--- src/rtl/fnd_display_scheduler.sv ---
// Round-robin time-multiplexer that shares one 4-digit FND between four value sources.
// Define FND_SCHED_SAT_EN to clamp every displayed value to 9999.
module fnd_display_scheduler #(
    parameter int DWELL_CYCLES = 100_000_000,
    parameter int CNT_W        = 27
) (
    input  logic        i_clk,
    input  logic        i_reset,
    input  logic        i_enable,
    input  logic        i_hold,
    input  logic [3:0]  i_valid,
    input  logic [55:0] i_values,
    output logic [13:0] o_value,
    output logic [1:0]  o_src,
    output logic        o_onoff,
    output logic        o_switch
);

    typedef enum logic [1:0] {
        IDLE,
        NEXT,
        SHOW
    } state_t;

    localparam logic [CNT_W-1:0] LAST_CNT = CNT_W'(DWELL_CYCLES - 1);

    state_t           state;
    state_t           state_nxt;
    logic [CNT_W-1:0] dwell_cnt;
    logic [CNT_W-1:0] dwell_cnt_nxt;
    logic [13:0]      value_nxt;
    logic [1:0]       src_nxt;
    logic             onoff_nxt;
    logic             switch_nxt;
    logic [13:0]      src_val [4];
    logic             found;
    logic [1:0]       pick;

    function automatic logic [13:0] shape(input logic [13:0] v);
`ifdef FND_SCHED_SAT_EN
        return (v > 14'd9999) ? 14'd9999 : v;
`else
        return v;
`endif
    endfunction

    always_comb begin
        for (int n = 0; n < 4; n++) begin
            src_val[n] = i_values[14*n +: 14];
        end
    end

    // Search starts one past the current source and ends on the current source itself.
    always_comb begin
        found = 1'b0;
        pick  = o_src;
        for (int k = 1; k <= 4; k++) begin
            if (!found && i_valid[o_src + 2'(k)]) begin
                found = 1'b1;
                pick  = o_src + 2'(k);
            end
        end
    end

    always_comb begin
        state_nxt     = state;
        dwell_cnt_nxt = dwell_cnt;
        value_nxt     = o_value;
        src_nxt       = o_src;
        onoff_nxt     = o_onoff;
        switch_nxt    = 1'b0;
        unique case (state)
            IDLE: begin
                onoff_nxt = 1'b0;
                if (i_enable && (i_valid != 4'b0000)) begin
                    state_nxt = NEXT;
                end
            end
            NEXT: begin
                if (i_enable && found) begin
                    state_nxt     = SHOW;
                    src_nxt       = pick;
                    value_nxt     = shape(src_val[pick]);
                    dwell_cnt_nxt = '0;
                    onoff_nxt     = 1'b1;
                    switch_nxt    = (pick != o_src);
                end else begin
                    state_nxt = IDLE;
                    onoff_nxt = 1'b0;
                end
            end
            SHOW: begin
                value_nxt = shape(src_val[o_src]);
                if (!i_hold) begin
                    dwell_cnt_nxt = dwell_cnt + 1'b1;
                end
                if (!i_enable) begin
                    state_nxt = IDLE;
                end else if (!i_valid[o_src]) begin
                    state_nxt = NEXT;
                end else if (!i_hold && (dwell_cnt == LAST_CNT)) begin
                    state_nxt = NEXT;
                end
            end
            default: begin
                state_nxt = IDLE;
            end
        endcase
    end

    always_ff @(posedge i_clk or negedge i_reset) begin
        if (!i_reset) begin
            state     <= IDLE;
            dwell_cnt <= '0;
            o_value   <= '0;
            o_src     <= '0;
            o_onoff   <= 1'b0;
            o_switch  <= 1'b0;
        end else begin
            state     <= state_nxt;
            dwell_cnt <= dwell_cnt_nxt;
            o_value   <= value_nxt;
            o_src     <= src_nxt;
            o_onoff   <= onoff_nxt;
            o_switch  <= switch_nxt;
        end
    end

endmodule

--- config.mk ---
export PLATFORM = sky130hd
export DESIGN_NAME = fnd_display_scheduler
export DESIGN_NICKNAME = d
export VERILOG_FILES = /design/src/rtl/fnd_display_scheduler.sv
export SDC_FILE = /design/constraint.sdc
export NUM_CORES = 1
export LEC_CHECK = 0
export ABC_CLOCK_PERIOD_IN_PS = 4000
export BUFFER_PORTS_ARGS = -buffer_cell sky130_fd_sc_hd__buf_2
export CORE_MARGIN = 5
export CORE_UTILIZATION = 59
export CTS_CLUSTER_SIZE = 20
export DETAILED_ROUTE_END_ITERATION = 6
export PLACE_DENSITY = 0.86
export SLEW_MARGIN = 40
export SYNTH_ARGS = -nofsm -noshare
export SYNTH_HDL_FRONTEND = slang
export SYNTH_SLANG_ARGS = --single-unit
--- constraint.sdc ---
create_clock -name i_clk -period 4 [get_ports i_clk]
set_input_delay 0.6 -clock i_clk [delete_from_list [all_inputs] [get_ports i_clk]]
set_output_delay 0.6 -clock i_clk [all_outputs]
set_load 0.03 [all_outputs]
Word level (Yosys, flattened, before mapping)
Cells that the tools add are included.

Output and inout port bits: 18. Word-level logic and storage cells: 81. Register bits: 47.

Muxes and demuxes: 37. $add $sub $neg: 4. Reduce and logical (&&, ||, !) cells: 18. Order comparisons: 6. Equal/unequal tests: 8. Bitwise gates (word level): 2.

Operators with widths (number): $mux W14 (5); $bmux W14 S2 (2); $mux W27 (2); $pmux W27 S2 (1); $pmux W14 S2 (1); $add A27 B1 Y27 const B (1); $eq A27 B27 Y1 const B (1); $mux W2 (9); $lt A2 B3 Y1 const B (4); $mux W1 (11); $bmux W1 S2 (4); $ge A3 B3 Y1 const B (2); $logic_and A1 B1 Y1 (6); $ne A2 B2 Y1 const B (3); $not A2 Y3 (2); $pmux W2 S3 (1); $reduce_and A2 Y1 (3); $add A2 B2 Y2 const B (2); $logic_not A1 Y1 (4); $ne A4 B4 Y1 const B (1); $reduce_bool A2 Y1 (2); $reduce_bool A4 Y1 (1); $reduce_and A3 Y1 (1); $add A2 B1 Y2 const B (1); 5 further kinds (5).

Longest topological paths before layout
Depth in word-level cells: 19. Mapped depth: 8.

Worst setup path after synthesis
Ideal clock, no wire load.

Path type: input to register. Start point: in i_valid[3]. End point: reg o_value[3]. Arrival time: 2.101 ns. Slack: 1.771 ns. Required time: 3.872 ns. Setup time: 0.128 ns. Stages on the path: 8. Cells stage by stage: buf_2 -> nor2b_1 -> o21a_1 -> or3_1 -> buf_2 -> buf_2 -> a211oi_1 -> o31ai_1.

Cells in the longest elaborated chain, start to end: 18. Elaborated cells between the ends (all ways): 31.

Ends and longest elaborated chain: start: declaration (RTL line 11) `input logic [3:0] i_valid,`; $bmux W1 S2 (RTL line 58) `if (!found && i_valid[o_src + 2'(k)]) begin`; $mux W1 (implied by the code) (RTL line 58); $mux W1 (RTL line 58); $logic_not A1 Y1 (RTL line 58); $logic_and A1 B1 Y1 (RTL line 58); $mux W1 (RTL line 58); $logic_not A1 Y1 (RTL line 58); $logic_and A1 B1 Y1 (RTL line 58); $mux W1 (RTL line 58); $logic_not A1 Y1 (RTL line 58); $logic_and A1 B1 Y1 (RTL line 58); $mux W2 (RTL line 58); $not A2 Y3 (implied by the code) (RTL line 83) `value_nxt = shape(src_val[pick]);`; $bmux W14 S2 (RTL line 83); $mux W14 (implied by the code) (2 in a row) (RTL line 83); $mux W14 (RTL line 80) `if (i_enable && found) begin`; $pmux W14 S2 (RTL line 72) `unique case (state)`; end signal: assignment (RTL line 122) `o_value <= value_nxt;`; end: declaration (RTL line 13) `output logic [13:0] o_value,`.

Parallel ways exist; a longest one is shown, timed or not. The select of a mux whose other input is x is not followed. A chain may end at the register's enable or synchronous reset.

Final worst setup path
Start point: reg state[1]. End point: reg dwell_cnt[16].

Cells in the longest elaborated chain, start to end: 3. Elaborated cells between the ends (all ways): 7.

Ends and longest elaborated chain: start: declaration (RTL line 27) `state_t state;`; start signal: assignment (RTL line 120) `state <= state_nxt;`; $eq A2 B1 Y1 / $eq A2 B2 Y1 (equally long branches) (RTL line 72); $ne A2 B2 Y1 (no source line) / $reduce_bool A2 Y1 (equally long branches); $reduce_and A3 Y1 (no source line); end signal: assignment (RTL line 121) `dwell_cnt <= dwell_cnt_nxt;`; end: declaration (RTL line 29) `logic [CNT_W-1:0] dwell_cnt;`.

Parallel ways exist; a longest one is shown, timed or not.

==> out/metrics.csv <==
metric,value,unit
synth_top_area_share,34.4,%
nFillCells,447,
cp.arrival,2.82,ns
tns,0,ns
netlist_area,3420,sq um
maxCapViolCount,0,
synthCells,358,
io_buffers,81,
path_buf_inv,1,
cts_root_buf,clkbuf_8,
die_area,7410,sq um
finalWorstSetupSlack,1.40,ns
slew_headroom,50.4,%
cts_sinks,47,
max_freq,384,MHz
hold_viol,0,
synth.area.top_cells,"dfrtp_1 34%, mux4_2 9.9%, nor4b_1 7.4%, a211oi_1 6.2%, nand2_1 3.6%",
finClkSkew,0.00571,ns
whs,0.302,ns
path_cells,"inv_1, ha_1, a21bo_2, a211oi_1, nand3_1, or4_1, o21ai_1",
place_area,3820,sq um
hold_path_class,in -> async,
grt_pass1_vias,3367,
cts_max_path_buffers,2,
grt_pass1_wl,15.4,mm
cts_tree,built,
synth_commonest_cells,"47 x dfrtp_1, 33 x nand2_1, 30 x nor2_1",
insertion_delay,0.30,ns
crit_start,state[1],
crit_required,4.22,ns
ir_worst_vdd,0.564,mV
post-route-period-util,65.0,%
ys_types,47,
drv_slew,0,
power_density,630,nW/um^2
status,"complete, no violations",
rsz0062_at_grt,false,
cts_buffers,5,
ys_async_sr_fraction,100,%
gp_congestion,0.904,
die_w,86.1,um
end_kind,register,
p_int,0.00127,W
path_clk_slew,0.09,ns
yosysTopAreaCell,dfrtp_1,
grtUsageTotal,25.4,%
fin_nets,491,
drtAntennaViolNets,0,
drc,0,
p_comb_share,62.2,%
place_ws,0.971,ns
pin_count,82,
synth_ff_type,dfrtp_1,
multiInputGateArea,2090,sq um
critPathMaxStageDelay,0.64,ns
routed_via_density,6.57,
power.switching,0.00120,W
slowest_stage,a211oi_1,
htreeDepth,2,
synth.most_common_cell,dfrtp_1,
drt-pass1-iter-count,5,
initial_core_util,61.3,%
p_seq_share,26.5,%
fin_util,70.1,%
grt-ovfl-total,0,
tightest_slew,0.739,ns
area.sequential,1180,sq um
routed_wl,9.13,mm
leakage,1.66,nW
syn-mean-instance-area,9.54,sq um
post-dp-hpwl,6.42,mm
grt_max_degree,48,
avgRoutedWirePerCell,18.5,um
yosysWarnings,0,
die_h,86.1,um
postCtsHoldBufs,0,
finalSetupViolCount,0,
post_cts_resized,0,
num_rows,27,
path_delay_family,compound AO/OA/AOI/OAI gates,
ys_ff_latch,47,
clockPowerShare,11.3,%
fin_area,3910,sq um
drive_gt1_share,29.4,%
synth_nets,427,
crit_fanout,6,
drt_iter0_drc,190,
core,5570,sq um
syn2layout_area_growth,14.4,%
crit-reg2reg-launch,state[1],
layout_min_cycle_time,2.60,ns
cts_setup_buffers,0,
p_sw_share,48.7,%
n_antenna_cell,0,
num_vias,3247,
antenna_found_initial,0,
synth_edf_count,0,
startpoint_type,register,
synth_seq_area_share,34.4,%
path_class,reg -> reg,
==> routing by layer <==
metal | track usage, % | share of wire (%)
met5 | 0 | 0
met2 | 44.2 | 51
met3 | 4.90 | 6.0
met1 | 31.1 | 40
met4 | 9.50 | 2.9
==> registers in the layout (all words and copies together) (netlist names) <==
name,count
o_switch,1
o_onoff,1
o_src,2
dwell_cnt,27
o_value,14
state,2
==> layout make-up <==
class / count / share of cell area, %
Sequential cell: 47 / 30.1
Timing Repair Buffer: 87 / 11.6
Clock inverter: 2 / 0.352
Tap cell: 72 / 2.30
Inverter: 5 / 0.480
Multi-Input combinational cell: 276 / 53.4
Clock buffer: 5 / 1.76
==> cells by family (layout without fill, tap and decap cells) <==
kind of cell / count (synthesis) / count (layout) / synth area share (%)
adder cells (fa/ha/maj): 5 / 5 / 1.83
multiplexers: 18 / 18 / 10.9
AO/OA/AOI/OAI: 86 / 86 / 18.7
buffers and inverters: 35 / 99 / 4.69
flip-flops: 47 / 47 / 34.4
XOR/XNOR: 20 / 20 / 5.13
AND/OR/NAND/NOR: 147 / 147 / 24.4
==> placed cells by master, fill, tap and decap left out, types with 2 or more instances in the layout <==
cell      Yosys  layout
ha_1          5       5
nor4_1        3       3
and3_1        8       8
a21oi_1       5       5
o21ba_2       3       3
a211oi_1     28      28
inv_1         5       5
xnor2_1       8       8
mux2_2        3       3
or3_1         4       3
nand2_1      33      33
o31a_1        3       3
buf_2        11      80
o31ai_1      16      16
xor2_1       12      12
o21ai_0      18      18
and4_1        2       2
clkbuf_8      0       5
nand3_1      13      13
nor3_1        7       7
nand4_1       4       4
dfrtp_1      47      47
nor4b_1      29      29
or4_1         2       2
nor2b_1       4       4
nor2_1       30      30
o21a_1        3       2
mux4_2       15      15
buf_4         0       7
==> worst paths after layout <==
path | endpoint | slack, ns | depth (start not counted)
setup / recovery | dwell_cnt[16] | 1.40 | 7
min in group i_clk | o_onoff | 0.48 | 2
hold / removal | dwell_cnt[16] | 0.30 | 1
setup reg to reg | dwell_cnt[16] | 1.40 | 7
max in group asynchronous | o_onoff | 3.30 | 1
hold reg to reg | o_onoff | 0.48 | 2
==> power groups by stage <==
stage | clock network, W | logic [W] | registers [W]
final | 0.000279 | 0.00153 | 0.000653
after detailed placement | 0 | 0.00152 | 0.000657
after CTS | 0.000282 | 0.00153 | 0.000652
after global routing | 0.000305 | 0.00165 | 0.000664
after global placement | 0 | 0.00148 | 0.000659
after floorplan | 0 | 0.00101 | 0.000823
==> through the flow <==
stage                     total power [W]  std cells
final                             0.00246        494
after global routing              0.00262        494
after CTS                         0.00246        494
after detailed placement          0.00218        487
after global placement            0.00214        487
after floorplan                   0.00183        358
No activity file was read; power rests on OpenSTA's default activity.
